===== config.mk =====
export PLATFORM = sky130hd
export DESIGN_NAME = mc_control_fsm
export DESIGN_NICKNAME = d
export VERILOG_FILES = /design/src/rtl/mc_control_fsm.sv
export SDC_FILE = /design/constraint.sdc
export NUM_CORES = 1
export LEC_CHECK = 0
export BUFFER_PORTS_ARGS = -buffer_cell sky130_fd_sc_hd__buf_2
export CAP_MARGIN = 10
export CELL_PAD_IN_SITES_DETAIL_PLACEMENT = 0
export CELL_PAD_IN_SITES_GLOBAL_PLACEMENT = 1
export CORE_ASPECT_RATIO = 0.8
export CORE_MARGIN = 2
export CORE_UTILIZATION = 30
export CTS_BUF_LIST = sky130_fd_sc_hd__clkbuf_4 sky130_fd_sc_hd__clkbuf_8 sky130_fd_sc_hd__clkbuf_16
export DETAILED_ROUTE_END_ITERATION = 7
export MAX_ROUTING_LAYER = met4
export PLACE_DENSITY = 0.87
export SETUP_SLACK_MARGIN = 0.2
export SYNTH_ARGS = -nofsm -noshare
export SYNTH_HDL_FRONTEND = slang
export SYNTH_SLANG_ARGS = --single-unit

===== constraint.sdc =====
create_clock -name clk -period 1.7 [get_ports clk]
set_clock_uncertainty 0.1 [all_clocks]
set_input_delay 0.255 -clock clk [delete_from_list [all_inputs] [get_ports clk]]
set_output_delay 0.255 -clock clk [all_outputs]
set_load 0.03 [all_outputs]

===== src/rtl/mc_control_fsm.sv =====
// Multi-cycle RV32I-subset control unit: Moore FSM that sequences fetch, decode,
// memory, ALU, branch and jump steps, and traps on anything it cannot decode.
module mc_control_fsm #(
  parameter int unsigned ALU_CTRL_W = 3,
  parameter bit          EXT_BRANCH = 1'b1
) (
  input  logic                  clk,
  input  logic                  rst,
  input  logic [6:0]            op_i,
  input  logic [2:0]            funct3_i,
  input  logic                  funct7_i,
  input  logic                  zero,
  input  logic                  lt_i,
  input  logic                  ltu_i,
  input  logic                  mem_ready_i,
  output logic                  PC_wr,
  output logic                  IR_wr,
  output logic                  adr_src,
  output logic                  mem_rd,
  output logic                  mem_wr,
  output logic                  reg_wr,
  output logic [1:0]            ALU_src_a,
  output logic [1:0]            ALU_src_b,
  output logic [1:0]            result_src,
  output logic [1:0]            imm_src,
  output logic [ALU_CTRL_W-1:0] ALU_ctrl,
  output logic [3:0]            state_o,
  output logic                  illegal_o
);

  typedef enum logic [3:0] {
    S_FETCH    = 4'd0,
    S_DECODE   = 4'd1,
    S_MEM_ADR  = 4'd2,
    S_MEM_RD   = 4'd3,
    S_MEM_WB   = 4'd4,
    S_MEM_WR   = 4'd5,
    S_EXEC_R   = 4'd6,
    S_EXEC_I   = 4'd7,
    S_ALU_WB   = 4'd8,
    S_BRANCH   = 4'd9,
    S_JALR_ADR = 4'd10,
    S_JAL      = 4'd11,
    S_TRAP     = 4'd15
  } state_e;

  localparam logic [6:0] OP_LOAD   = 7'b0000011;
  localparam logic [6:0] OP_STORE  = 7'b0100011;
  localparam logic [6:0] OP_R      = 7'b0110011;
  localparam logic [6:0] OP_I      = 7'b0010011;
  localparam logic [6:0] OP_BRANCH = 7'b1100011;
  localparam logic [6:0] OP_JAL    = 7'b1101111;
  localparam logic [6:0] OP_JALR   = 7'b1100111;

  localparam logic [ALU_CTRL_W-1:0] ALU_AND = ALU_CTRL_W'(3'b001);
  localparam logic [ALU_CTRL_W-1:0] ALU_OR  = ALU_CTRL_W'(3'b010);
  localparam logic [ALU_CTRL_W-1:0] ALU_ADD = ALU_CTRL_W'(3'b011);
  localparam logic [ALU_CTRL_W-1:0] ALU_SUB = ALU_CTRL_W'(3'b100);
  localparam logic [ALU_CTRL_W-1:0] ALU_SLT = ALU_CTRL_W'(3'b101);
  localparam logic [ALU_CTRL_W-1:0] ALU_XOR = ALU_CTRL_W'(3'b110);

  state_e                  state_q, state_d, state_sel;
  logic [ALU_CTRL_W-1:0]   arith_ctrl;
  logic                    arith_legal;
  logic                    br_taken;
  logic                    br_legal;

  // NOTE: sequential state uses non-blocking assignments so every register
  // samples the pre-edge values; combinational blocks below use blocking ones.
  always_ff @(posedge clk) begin
    if (rst) state_q <= S_FETCH;
    else     state_q <= state_d;
  end

  // Shared funct3 -> ALU operation map for register and immediate arithmetic.
  always_comb begin
    arith_legal = 1'b1;
    arith_ctrl  = '0;
    case (funct3_i)
      3'b000:  arith_ctrl = ALU_ADD;
      3'b010:  arith_ctrl = ALU_SLT;
      3'b100:  arith_ctrl = ALU_XOR;
      3'b110:  arith_ctrl = ALU_OR;
      3'b111:  arith_ctrl = ALU_AND;
      default: arith_legal = 1'b0;
    endcase
  end

  always_comb begin
    br_legal = 1'b1;
    br_taken = 1'b0;
    case (funct3_i)
      3'b000:  br_taken = zero;
      3'b001:  br_taken = ~zero;
      3'b100:  br_taken = lt_i;
      3'b101:  br_taken = ~lt_i;
      3'b110:  br_taken = ltu_i;
      3'b111:  br_taken = ~ltu_i;
      default: br_legal = 1'b0;
    endcase
    if (funct3_i[2] && !EXT_BRANCH) br_legal = 1'b0;
    if (!br_legal) br_taken = 1'b0;
  end

  always_comb begin
    case (op_i)
      OP_I, OP_LOAD, OP_JALR: imm_src = 2'b00;
      OP_STORE:               imm_src = 2'b01;
      OP_BRANCH:              imm_src = 2'b10;
      default:                imm_src = 2'b11;
    endcase
  end

  // While rst is high the outputs show FETCH decoding without its write enables.
  assign state_sel = rst ? S_FETCH : state_q;

  // NOTE: every combinational output gets a default before the case so no
  // path leaves a signal unassigned, which would otherwise infer a latch.
  always_comb begin
    state_d    = state_q;
    PC_wr      = 1'b0;
    IR_wr      = 1'b0;
    adr_src    = 1'b0;
    mem_rd     = 1'b0;
    mem_wr     = 1'b0;
    reg_wr     = 1'b0;
    ALU_src_a  = 2'b00;
    ALU_src_b  = 2'b00;
    result_src = 2'b00;
    ALU_ctrl   = '0;
    case (state_sel)
      S_FETCH: begin
        mem_rd     = 1'b1;
        ALU_src_b  = 2'b10;
        ALU_ctrl   = ALU_ADD;
        result_src = 2'b10;
        IR_wr      = mem_ready_i & ~rst;
        PC_wr      = mem_ready_i & ~rst;
        if (mem_ready_i) state_d = S_DECODE;
      end
      S_DECODE: begin
        ALU_src_a = 2'b01;
        ALU_src_b = 2'b01;
        ALU_ctrl  = ALU_ADD;
        case (op_i)
          OP_LOAD, OP_STORE: state_d = S_MEM_ADR;
          OP_R:              state_d = S_EXEC_R;
          OP_I:              state_d = S_EXEC_I;
          OP_BRANCH:         state_d = S_BRANCH;
          OP_JAL:            state_d = S_JAL;
          OP_JALR:           state_d = S_JALR_ADR;
          default:           state_d = S_TRAP;
        endcase
      end
      S_MEM_ADR: begin
        ALU_src_a = 2'b10;
        ALU_src_b = 2'b01;
        ALU_ctrl  = ALU_ADD;
        state_d   = (op_i == OP_LOAD) ? S_MEM_RD : S_MEM_WR;
      end
      S_MEM_RD: begin
        mem_rd  = 1'b1;
        adr_src = 1'b1;
        if (mem_ready_i) state_d = S_MEM_WB;
      end
      S_MEM_WB: begin
        result_src = 2'b01;
        reg_wr     = 1'b1;
        state_d    = S_FETCH;
      end
      S_MEM_WR: begin
        mem_wr  = 1'b1;
        adr_src = 1'b1;
        if (mem_ready_i) state_d = S_FETCH;
      end
      S_EXEC_R: begin
        ALU_src_a = 2'b10;
        ALU_ctrl  = (funct3_i == 3'b000 && funct7_i) ? ALU_SUB : arith_ctrl;
        state_d   = arith_legal ? S_ALU_WB : S_TRAP;
      end
      S_EXEC_I: begin
        ALU_src_a = 2'b10;
        ALU_src_b = 2'b01;
        ALU_ctrl  = arith_ctrl;
        state_d   = arith_legal ? S_ALU_WB : S_TRAP;
      end
      S_ALU_WB: begin
        reg_wr  = 1'b1;
        state_d = S_FETCH;
      end
      S_BRANCH: begin
        ALU_src_a = 2'b10;
        ALU_ctrl  = ALU_SUB;
        PC_wr     = br_taken;
        state_d   = br_legal ? S_FETCH : S_TRAP;
      end
      S_JALR_ADR: begin
        ALU_src_a = 2'b10;
        ALU_src_b = 2'b01;
        ALU_ctrl  = ALU_ADD;
        state_d   = S_JAL;
      end
      S_JAL: begin
        ALU_src_a = 2'b01;
        ALU_src_b = 2'b10;
        ALU_ctrl  = ALU_ADD;
        PC_wr     = 1'b1;
        state_d   = S_ALU_WB;
      end
      default: state_d = S_TRAP;
    endcase
  end

  assign state_o   = state_q;
  assign illegal_o = (state_q == S_TRAP);

endmodule


==> results.json <==
{
  "status": "finished, violations left",
  "violations": "setup timing",
  "largest_register_ffs": 4,
  "num_rows": 17,
  "cts_max_level": 1,
  "endpoint_kind": "primary output",
  "cts_tree": "built",
  "place_congestion": 0.8830,
  "start_util": 0.3066,
  "layout_commonest_cell": "buf_4",
  "root_buffer": "clkbuf_4",
  "hold_path_depth": 3,
  "finalHoldViolCount": 0,
  "critPathArrivalTime_ns": 1.55,
  "relSlewSlack": 0.7537,
  "area_delta_synth_final_pct": 152.4,
  "synth_cell_types": 44,
  "ys_ff_latch": 4,
  "min_period_ns": 1.904,
  "grt_max_degree": 13,
  "rsz0062_at_grt": "yes",
  "grt_usage": 0.2509,
  "peakVddDrop_v": 0.001342,
  "grt_pass1_wl_microns": 6196,
  "synth_fp_nets": 146,
  "worst_slack_ns": -0.2035,
  "dieWidth_microns": 62.75,
  "antenna_found_initial": 0,
  "wl_microns": 4477,
  "r2r_cells": 7,
  "yosysTopAreaCell": "dfxtp_1",
  "p_leak_nw": 0.8909,
  "diodes": 0,
  "yosysSeqAreaShare": 0.09668,
  "grt_pass1_vias": 1319,
  "via_per_inst": 5.494,
  "netlist.area_leader.share": 0.09668,
  "cp_slowest_cell": "dfxtp_4",
  "whs_ns": 0.3074,
  "setup_viol": 18,
  "cts.clk_slew.worst_paths_ns": 0.03,
  "synth.avg_cell_area_sq_um": 6.421,
  "tns_ns": -2.058,
  "maxSlewViolCount": 0,
  "overflow": 0,
  "synth_area_leaders": "dfxtp_1, nor2_1, nor2b_1",
  "vias": 1390,
  "worstPathCellList": "buf_8, buf_12, a211oi_4, nor2_2, buf_4, o21ai_4, buf_6",
  "hpwlAfterDp_microns": 2143,
  "power.density_nw_per_um2": 2008,
  "startpoint_type": "flop",
  "wl_per_cell_microns": 17.70,
  "dr.pass1.iters": 4,
  "worstMarginPinSlew_ns": 0.3601,
  "yosysWarnings": 0,
  "route.detailed.drc": 0,
  "boundaryPins": 39,
  "worstSkewPairLatency_ns": 0.24,
  "dieArea_sq_um": 3200,
  "syn_area_sq_um": 828.3,
  "finalNetCount": 234,
  "final_cell_mix": "buf_4, buf_6, buf_2",
  "max_freq_mhz": 525.3,
  "finalCritPeriodShare": 1.120,
  "ant_nets": 0,
  "nFillCells": 186,
  "drt_iter0_markers": 46,
  "core_area_sq_um": 2701,
  "fp.dieH_microns": 51,
  "cts.sinks": 4,
  "numCtsBuffers": 3,
  "max_cap_viol_count": 0,
  "critical_path_required_ns": 1.34,
  "portBuffers": 38,
  "cp_max_fo": 5,
  "hp-class": "in -> reg",
  "syn_inst": 129,
  "clockBufferDepth": 2,
  "critPathKind": "reg -> out",
  "slowest_delay_ns": 0.35,
  "layout-drive-gt1-share": 0.6977
}
worst paths after layout:
kind                      startpoint                      end  slack, ns
max reg2reg  state_o[0]$_SDFFE_PP0P_  state_o[0]$_SDFFE_PP0P_      -0.09
min                          op_i[0]  state_o[2]$_SDFFE_PP0P_       0.31
max          state_o[2]$_SDFFE_PP0P_              ALU_ctrl[1]      -0.20
min reg2reg  state_o[2]$_SDFFE_PP0P_  state_o[2]$_SDFFE_PP0P_       0.72
cell usage after synthesis, drive strengths merged:
cell type  count
dfxtp          4
nor3b          2
or2            2
a311oi         1
a211oi         3
a22oi          2
a31o           1
nand2b         2
or3            2
a2111oi        1
a31oi          3
nor4           3
nand4          1
nand3          4
mux2i          2
a41o           1
a211o          1
a21oi          6
and4b          1
a32oi          1
and3           5
a221oi         1
and3b          2
o31a           1
o21a           1
nor2b          9
xor2           2
o211ai         1
o41ai          1
nor3           7
clkbuf         4
nor2          16
nand2          8
nor4bb         1
xnor2          4
o21ai          8
a21o           1
buf            9
nor4b          1
a21boi         1
inv            3
worst max-delay path, delay by kind of cell (launching register included):
kind / cells / cell delay [ns]
AOI/OAI and AO/OA: 2 / 0.30
buffers and inverters: 4 / 0.57
DFF: 1 / 0.35
and+or+nand+nor: 1 / 0.10
power breakdown:
group / switching [mW] / total, mW / internal [mW] / leakage, nW
Combinational: 1.78 / 3.82 / 2.04 / 0.841
Sequential: 0.0906 / 0.257 / 0.167 / 0.0356
Clock: 0.0430 / 0.122 / 0.0792 / 0.0138
cell families (layout without fill, tap and decap cells):
group                  Yosys count  after routing  share of synthesized area
AO/OA/AOI/OAI                   35             35                     0.2931
XOR/XNOR                         6              6                    0.06344
flip-flops                       4              4                    0.09668
multiplexers                     2              2                    0.02417
buffers and inverters           16            102                    0.08609
AND/OR/NAND/NOR                 66             66                     0.4366
repair_timing:
| item | 4_1_cts | 5_1_grt |
|---|---|---|
| gates resized for setup | 68 | 30 |
| cloned | 1 | 0 |
| setup endpoints to repair | 20 | 22 |
| buffers inserted | 22 | 18 |
| hold buffers | 0 | 0 |
| pin swaps | 15 | 24 |
per-stage QoR:
stage	cell area (sq um)	power, mW	utilization	cells	setup slack, ns
final	2091	4.198	0.7740	253	-0.2035
after global routing	2091	4.372	0.7740	253	-0.2521
after CTS	1824	3.423	0.6753	235	-0.1781
after detailed placement	1361	2.299	0.5039	209	0.02098
after global placement	1361	2.265	0.5039	209	0.04373
after floorplan	1106	1.904	-	129	-0.01350
metal layers:
| metal | share of wire | global-route usage | vias up |
|---|---|---|---|
| met5 | 0 | - | - |
| met4 | 0.032 | 0.06296 | 0 |
| met3 | 0.042 | 0.03965 | 16 |
| met2 | 0.54 | 0.4892 | 61 |
| met1 | 0.38 | 0.2689 | 666 |
| li1 | - | - | 647 |
final cells by class:
class / instances / area, sq um / area share
timing repair buffer: 96 / 877.1 / 0.4195
clock buffer: 3 / 22.52 / 0.01077
multi-input combinational: 109 / 1037 / 0.4961
tap: 38 / 47.55 / 0.02274
sequential: 4 / 95.09 / 0.04548
inverter: 3 / 11.26 / 0.005386
No activity file was read; power rests on OpenSTA's default activity.
